`config.mk`:
```
export PLATFORM = sky130hd
export DESIGN_NAME = tlb_unit_flat
export DESIGN_NICKNAME = d
export VERILOG_FILES = /design/src/rtl/tlb_if.sv /design/src/rtl/tlb_unit.sv /design/src/flat_wrapper.sv
export SDC_FILE = /design/constraint.sdc
export NUM_CORES = 2
export LEC_CHECK = 0
export ABC_AREA = 1
export CORE_AREA = 4 4 459 461
export DETAILED_ROUTE_END_ITERATION = 8
export DIE_AREA = 0 0 463 465
export PLACE_DENSITY = 0.57
export SYNTH_ARGS = -nofsm -noshare
export SYNTH_HDL_FRONTEND = slang
export SYNTH_SLANG_ARGS = --single-unit
```
`constraint.sdc`:
```
create_clock -name clk -period 6.1 [get_ports clk]
set_clock_uncertainty 0.05 [all_clocks]
set_input_delay 0.915 -clock clk [delete_from_list [all_inputs] [get_ports clk]]
set_output_delay 0.915 -clock clk [all_outputs]
set_load 0.01 [all_outputs]
```
`src/rtl/tlb_if.sv`:
```
// tlb_if: translation request/response bus between the mapping stage and the TLB
interface tlb_if;
    logic        req_valid;
    logic        req_ready;
    logic [31:0] req_vaddr;
    logic        req_store;
    logic        resp_valid;
    logic [31:0] resp_paddr;
    logic        resp_uncached;
    logic        resp_miss;
    logic        resp_invalid;
    logic        resp_modified;

    modport master (
        output req_valid, req_vaddr, req_store,
        input  req_ready, resp_valid, resp_paddr, resp_uncached, resp_miss, resp_invalid, resp_modified
    );

    modport slave (
        input  req_valid, req_vaddr, req_store,
        output req_ready, resp_valid, resp_paddr, resp_uncached, resp_miss, resp_invalid, resp_modified
    );
endinterface

```
`src/rtl/tlb_unit.sv`:
```
// tlb_unit: joint software-managed TLB with lookup, TLBWI/TLBWR, TLBP, TLBR and Random
module tlb_unit #(
    parameter  int ENTRIES = 16,
    localparam int IW      = $clog2(ENTRIES)
) (
    input  logic          clk,
    input  logic          rst_n,
    tlb_if.slave          bus,
    input  logic [7:0]    asid,
    input  logic          wr_en,
    input  logic          wr_random,
    input  logic [IW-1:0] wr_index,
    input  logic [31:0]   entry_hi,
    input  logic [31:0]   entry_lo0,
    input  logic [31:0]   entry_lo1,
    input  logic          probe_en,
    output logic          probe_done,
    output logic          probe_miss,
    output logic [IW-1:0] probe_index,
    input  logic          rd_en,
    output logic          rd_done,
    output logic [31:0]   rd_hi,
    output logic [31:0]   rd_lo0,
    output logic [31:0]   rd_lo1,
    input  logic [IW-1:0] wired_i,
    output logic [IW-1:0] random_o
);
    localparam logic [IW-1:0] LAST = IW'(ENTRIES - 1);

    logic [ENTRIES-1:0] present, gbit, d0, d1, v0, v1;
    logic [18:0]        vpn2  [ENTRIES];
    logic [7:0]         easid [ENTRIES];
    logic [19:0]        pfn0  [ENTRIES];
    logic [19:0]        pfn1  [ENTRIES];
    logic [2:0]         c0    [ENTRIES];
    logic [2:0]         c1    [ENTRIES];

    logic [ENTRIES-1:0] l_match, p_match;
    logic               l_hit, p_hit;
    logic [IW-1:0]      l_idx, p_idx;
    logic [IW-1:0]      widx;
    logic               accept, do_probe, do_read;
    logic               odd, sel_d, sel_v, miss, inval, modf, fault;
    logic [19:0]        sel_pfn;
    logic [2:0]         sel_c;
    logic               unused;

    assign unused    = ^{entry_hi[12:8], entry_lo0[31:26], entry_lo1[31:26]};
    assign accept    = bus.req_valid & ~wr_en;
    assign bus.req_ready = ~wr_en;
    assign do_probe  = probe_en & ~wr_en;
    assign do_read   = rd_en & ~wr_en & ~probe_en;
    assign widx      = wr_random ? random_o : wr_index;

    for (genvar g = 0; g < ENTRIES; g++) begin : g_match
        assign l_match[g] = present[g] && vpn2[g] == bus.req_vaddr[31:13] && (gbit[g] || easid[g] == asid);
        assign p_match[g] = present[g] && vpn2[g] == entry_hi[31:13] && (gbit[g] || easid[g] == entry_hi[7:0]);
    end

    // Lowest matching index wins for both the lookup and the probe port
    always_comb begin
        l_hit = |l_match;
        p_hit = |p_match;
        l_idx = '0;
        p_idx = '0;
        for (int i = ENTRIES - 1; i >= 0; i--) begin
            if (l_match[i]) l_idx = IW'(i);
            if (p_match[i]) p_idx = IW'(i);
        end
    end

    assign odd     = bus.req_vaddr[12];
    assign sel_pfn = odd ? pfn1[l_idx] : pfn0[l_idx];
    assign sel_c   = odd ? c1[l_idx] : c0[l_idx];
    assign sel_d   = odd ? d1[l_idx] : d0[l_idx];
    assign sel_v   = odd ? v1[l_idx] : v0[l_idx];
    assign miss    = ~l_hit;
    assign inval   = l_hit & ~sel_v;
    assign modf    = l_hit & sel_v & ~sel_d & bus.req_store;
    assign fault   = miss | inval | modf;

    // Entry storage: a write overwrites every field of the selected pair
    always_ff @(posedge clk or negedge rst_n) begin
        if (!rst_n) begin
            present <= '0;
            gbit    <= '0;
            d0      <= '0;
            d1      <= '0;
            v0      <= '0;
            v1      <= '0;
            for (int i = 0; i < ENTRIES; i++) begin
                vpn2[i]  <= '0;
                easid[i] <= '0;
                pfn0[i]  <= '0;
                pfn1[i]  <= '0;
                c0[i]    <= '0;
                c1[i]    <= '0;
            end
        end else if (wr_en) begin
            present[widx] <= 1'b1;
            gbit[widx]    <= entry_lo0[0] & entry_lo1[0];
            vpn2[widx]    <= entry_hi[31:13];
            easid[widx]   <= entry_hi[7:0];
            pfn0[widx]    <= entry_lo0[25:6];
            c0[widx]      <= entry_lo0[5:3];
            d0[widx]      <= entry_lo0[2];
            v0[widx]      <= entry_lo0[1];
            pfn1[widx]    <= entry_lo1[25:6];
            c1[widx]      <= entry_lo1[5:3];
            d1[widx]      <= entry_lo1[2];
            v1[widx]      <= entry_lo1[1];
        end
    end

    // Registered lookup result; faults force a zero address
    always_ff @(posedge clk or negedge rst_n) begin
        if (!rst_n) begin
            bus.resp_valid    <= 1'b0;
            bus.resp_paddr    <= '0;
            bus.resp_uncached <= 1'b0;
            bus.resp_miss     <= 1'b0;
            bus.resp_invalid  <= 1'b0;
            bus.resp_modified <= 1'b0;
        end else begin
            bus.resp_valid <= accept;
            if (accept) begin
                bus.resp_paddr    <= fault ? 32'h0 : {sel_pfn, bus.req_vaddr[11:0]};
                bus.resp_uncached <= ~fault & (sel_c == 3'b010);
                bus.resp_miss     <= miss;
                bus.resp_invalid  <= inval;
                bus.resp_modified <= modf;
            end
        end
    end

    // Probe and read results, each with its own one-cycle done pulse
    always_ff @(posedge clk or negedge rst_n) begin
        if (!rst_n) begin
            probe_done  <= 1'b0;
            probe_miss  <= 1'b0;
            probe_index <= '0;
            rd_done     <= 1'b0;
            rd_hi       <= '0;
            rd_lo0      <= '0;
            rd_lo1      <= '0;
        end else begin
            probe_done <= do_probe;
            rd_done    <= do_read;
            if (do_probe) begin
                probe_miss  <= ~p_hit;
                probe_index <= p_idx;
            end
            if (do_read) begin
                rd_hi  <= present[wr_index] ? {vpn2[wr_index], 5'b0, easid[wr_index]} : 32'h0;
                rd_lo0 <= present[wr_index] ? {6'b0, pfn0[wr_index], c0[wr_index], d0[wr_index], v0[wr_index], gbit[wr_index]} : 32'h0;
                rd_lo1 <= present[wr_index] ? {6'b0, pfn1[wr_index], c1[wr_index], d1[wr_index], v1[wr_index], gbit[wr_index]} : 32'h0;
            end
        end
    end

    // Random counts down and wraps to the top once it reaches wired
    always_ff @(posedge clk or negedge rst_n) begin
        if (!rst_n) random_o <= LAST;
        else        random_o <= (random_o <= wired_i) ? LAST : random_o - IW'(1);
    end
endmodule

```
`src/flat_wrapper.sv`:
```
// flat-port wrapper written by rule: the top's interface ports become plain ports
module tlb_unit_flat 
#(
    parameter  int ENTRIES = 16,
    localparam int IW      = $clog2(ENTRIES)
)
  (clk, rst_n, asid, wr_en, wr_random, wr_index, entry_hi, entry_lo0, entry_lo1, probe_en, probe_done, probe_miss, probe_index, rd_en, rd_done, rd_hi, rd_lo0, rd_lo1, wired_i, random_o, bus_req_valid, bus_req_vaddr, bus_req_store, bus_req_ready, bus_resp_valid, bus_resp_paddr, bus_resp_uncached, bus_resp_miss, bus_resp_invalid, bus_resp_modified);
  tlb_if bus_i ();
  input  logic clk;
  input  logic rst_n;
  input  logic [7:0] asid;
  input  logic wr_en;
  input  logic wr_random;
  input  logic [IW-1:0] wr_index;
  input  logic [31:0] entry_hi;
  input  logic [31:0] entry_lo0;
  input  logic [31:0] entry_lo1;
  input  logic probe_en;
  output logic probe_done;
  output logic probe_miss;
  output logic [IW-1:0] probe_index;
  input  logic rd_en;
  output logic rd_done;
  output logic [31:0] rd_hi;
  output logic [31:0] rd_lo0;
  output logic [31:0] rd_lo1;
  input  logic [IW-1:0] wired_i;
  output logic [IW-1:0] random_o;
  input wire logic [$bits(bus_i.req_valid)-1:0] bus_req_valid;
  input wire logic [$bits(bus_i.req_vaddr)-1:0] bus_req_vaddr;
  input wire logic [$bits(bus_i.req_store)-1:0] bus_req_store;
  output wire logic [$bits(bus_i.req_ready)-1:0] bus_req_ready;
  output wire logic [$bits(bus_i.resp_valid)-1:0] bus_resp_valid;
  output wire logic [$bits(bus_i.resp_paddr)-1:0] bus_resp_paddr;
  output wire logic [$bits(bus_i.resp_uncached)-1:0] bus_resp_uncached;
  output wire logic [$bits(bus_i.resp_miss)-1:0] bus_resp_miss;
  output wire logic [$bits(bus_i.resp_invalid)-1:0] bus_resp_invalid;
  output wire logic [$bits(bus_i.resp_modified)-1:0] bus_resp_modified;
  assign bus_i.req_valid = bus_req_valid;
  assign bus_i.req_vaddr = bus_req_vaddr;
  assign bus_i.req_store = bus_req_store;
  assign bus_req_ready = bus_i.req_ready;
  assign bus_resp_valid = bus_i.resp_valid;
  assign bus_resp_paddr = bus_i.resp_paddr;
  assign bus_resp_uncached = bus_i.resp_uncached;
  assign bus_resp_miss = bus_i.resp_miss;
  assign bus_resp_invalid = bus_i.resp_invalid;
  assign bus_resp_modified = bus_i.resp_modified;
  tlb_unit #(.ENTRIES(ENTRIES)) u_core (.clk(clk), .rst_n(rst_n), .bus(bus_i), .asid(asid), .wr_en(wr_en), .wr_random(wr_random), .wr_index(wr_index), .entry_hi(entry_hi), .entry_lo0(entry_lo0), .entry_lo1(entry_lo1), .probe_en(probe_en), .probe_done(probe_done), .probe_miss(probe_miss), .probe_index(probe_index), .rd_en(rd_en), .rd_done(rd_done), .rd_hi(rd_hi), .rd_lo0(rd_lo0), .rd_lo1(rd_lo1), .wired_i(wired_i), .random_o(random_o));
endmodule
```
==> out/qor.yml <==
critPathMaxFanout: 33
cpPeakStageDelay_ns: 0.75
grt_pass1_wl_mm: 584.5
chipHeight_um: 465
clkPwrFrac: 0.263
start_util: 0.3982
hold_violations: 0
drt-pass1-iter-count: 8
ios: 297
dpl_cell_area_um2: 89130
clkTransAtPathRegs_ns: 0.06
p_sw_mw: 16.80
core.rowCount: 167
min_period_over_period: 0.8792
status: "complete, no violations"
setup_viol: 0
fp.dieW_um: 463
synth-edff-count: 0
portBuffers: 262
timing.fmax_mhz: 186.5
async_reset_ff_frac: 1.000
synth-main-ff-cell: "dfrtp_1"
min_path_type: "reg2reg"
root_buffer: "clkbuf_16"
maxCapViolations: 0
synthesis.area_um2: 82200
grt_setup_unrepaired: "no"
cts_max_level: 4
design_area_um2: 95130
drc: 0
place.gp.congestion: 1.059
p_per_area_nw_per_um2: 436.5
grt_pass1_vias: 82320
combinationalPowerShare: 0.317
holdPathStages: 1
cellLeakagePower_nw: 42.93
cts_tree: "done"
finalNetCount: 11570
design.die.area_um2: 215300
synth_cells: 11510
required_ns: 6.80
cts_buffers: 167
track_usage: 0.3635
r2r_slack_ns: 1.30
netSwitchingFraction: 0.4046
yosysSeqAreaShare: 0.4232
cp_cell_sequence: "clkdlybuf4s50_1 > buf_4 > buf_4 > nor2_1 > nor4_1 > nand2_1 > nor3_1 > nand4_1 > and2_1 > nand2_2 > nand2_8 > inv_4 > buf_4 > nand3_1 > nand3_1 > nand3_1 > nand3_1 > a21oi_1 > nand3_1 > nand2_1"
finalCriticalPeriod_ns: 5.363
crit_arrival_ns: 6.06
slew_headroom: 0.1201
place_inst: 13940
postSynthAreaPerCell_um2: 7.143
cts_resized: 0
hpwlAfterDp_mm: 264.1
worstSetupPathType: "in2reg"
synth_cell_types: 68
startpoint_type: "input port"
ff2ff_path_depth: 31
grt_overflow: 0
insertion_delay_ns: 0.87
via_count: 88690
final_cells: 14260
vias_per_cell: 6.219
vdd_drop_max_v: 0.0003466
cts_max_path_buffers: 3
crit_top_cell: "nand3_1"
cp.depth: 20
core_um2: 206400
area_delta_synth_final_pct: 15.73
wl_mm: 405.0
seqPwrFrac: 0.420
drive_gt1_frac: 0.07440
cp_slowest_cell: "clkdlybuf4s50_1"
drtIter0Drc: 13300
critPathBufInv: 5
p_int_mw: 24.72
yosys_warnings: 0
ant_nets: 0
ys_seq_elements: 1390
critical-path-top-delay-family: "buffers and inverters"
worst_slew_pin_slew_ns: 1.320
clock-sinks: 1390
crit_path_end_kind: "register"
grt_start_max_net_pins: 204
slew_violations: 0
antenna_found_initial: 13
routedWlPerCell_um: 28.40
[per-layer routing]
| metal | vias up | track usage | part of all wire |
|---|---|---|---|
| met5 | - | 0 | 0.000025 |
| met4 | 2 | 0.2081 | 0.068 |
| li1 | 38750 | - | - |
| met3 | 1200 | 0.09229 | 0.12 |
| met2 | 5887 | 0.5254 | 0.41 |
| met1 | 42850 | 0.4941 | 0.40 |
[power groups by stage]
| stage | Clock [mW] | Sequential, mW | Combinational, mW |
|---|---|---|---|
| after floorplan | 0 | 16.0 | 8.84 |
| after global placement | 0 | 17.2 | 12.6 |
| after detailed placement | 0 | 17.3 | 12.9 |
| after CTS | 11.1 | 17.2 | 12.9 |
| after global routing | 11.4 | 17.9 | 14.8 |
| final | 10.9 | 17.5 | 13.2 |
[state kept, by name (all words and copies together), names as in the netlist, 25 cells and up]
name,flops
u_core.pfn0,320
u_core.easid,128
u_core.rd_lo1,25
u_core.vpn2,304
u_core.pfn1,320
u_core.rd_hi,27
u_core.rd_lo0,26
u_core.c1,48
u_core.bus.resp_paddr,32
u_core.c0,48
[synthesized netlist by cell type, types with 21 or more instances]
master / count / area [um^2]
nand2_1: 2905 / 10900
o21ai_0: 2108 / 10550
dfrtp_1: 1386 / 34680
nand3_1: 1132 / 5665
clkbuf_1: 732 / 2748
nor2_1: 700 / 2628
inv_1: 605 / 2271
a21oi_1: 327 / 1637
o22ai_1: 238 / 1489
nand4_1: 211 / 1320
buf_2: 146 / 730.7
xor2_1: 122 / 1069
xnor2_1: 113 / 989.7
o221ai_1: 107 / 937.2
a31oi_1: 84 / 525.5
nor4_1: 84 / 525.5
buf_1: 64 / 240.2
nor3_1: 64 / 320.3
buf_4: 54 / 405.4
or2_2: 32 / 200.2
inv_2: 28 / 105.1
o2111ai_1: 22 / 192.7
o211ai_1: 21 / 157.7
o41ai_1: 21 / 183.9
[cell families after synthesis]
group | count (synthesis) | synth area share
compound gates | 3013 | 0.1996
flops | 1390 | 0.4232
simple gates | 5219 | 0.2707
xor+xnor | 235 | 0.02504
buf+inv | 1645 | 0.08057
other cells | 1 | 0.00004562
fa+ha+maj | 5 | 0.0007611
[path summary, 6_finish.rpt]
check                                        start                   endpoint
worst max-delay path             bus_req_vaddr[14]  u_core.bus.resp_paddr[19]
worst min-delay path            u_core.random_o[0]         u_core.random_o[0]
worst max register to register    u_core.easid[16]  u_core.bus.resp_paddr[25]
worst min register to register  u_core.random_o[0]         u_core.random_o[0]
max in group asynchronous                    rst_n           u_core.pfn1[266]
min in group asynchronous                    rst_n           u_core.vpn2[222]
[cells in the final DEF, fill, tap and decap left out, types with 16 or more instances in the layout]
cell and instances:
a21oi_1 327, a221oi_1 20, a31oi_1 83, and3_1 16, buf_12 108, buf_4 349, bufinv_16 18, clkbuf_1 27
clkbuf_16 169, clkbuf_8 45, clkdlybuf4s50_1 254, clkinv_2 25, conb_1 17, dfrtp_1 1386, inv_1 600, inv_2 28
nand2_1 2885, nand2_4 19, nand3_1 1130, nand3b_1 17, nand4_1 211, nor2_1 699, nor3_1 64, nor4_1 84
o2111ai_1 22, o211ai_1 21, o21ai_0 2108, o221ai_1 107, o22ai_1 238, o41ai_1 16, or2_2 32, xnor2_1 113
xor2_1 122
[area by class of cell]
type / instances / area [um^2]
antenna: 11 / 27.53
clock inverter: 64 / 1017
inverter: 641 / 2432
clock buffer: 241 / 4950
sequential: 1390 / 34790
timing repair buffer: 720 / 7433
fill: 20800 / 111300
tap: 2704 / 3383
multi-input combinational: 8489 / 41100
[per-stage QoR]
step | utilization | power (mW) | worst slack [ns] | setup TNS [ns] | hold slack, ns
2_1_floorplan | - | 24.86 | 2.433 | 0 | 0.4030
3_3_place_gp | 0.4317 | 29.85 | -0.002582 | -0.002582 | 0.3952
3_5_place_dp | 0.4317 | 30.20 | -0.01507 | -0.01507 | 0.4049
4_1_cts | 0.4607 | 41.19 | 0.8772 | 0 | 0.4189
5_1_grt | 0.4607 | 44.08 | 0.5890 | 0 | 0.4382
6_report | 0.4608 | 41.52 | 0.7369 | 0 | 0.4134
[timing repair]
action / in CTS / in global routing
hold buffers: 1 / 0
buffers inserted: 0 / 0
hold endpoints to repair: 35 / 0
Note: power is estimated with default switching activity, not from simulation.
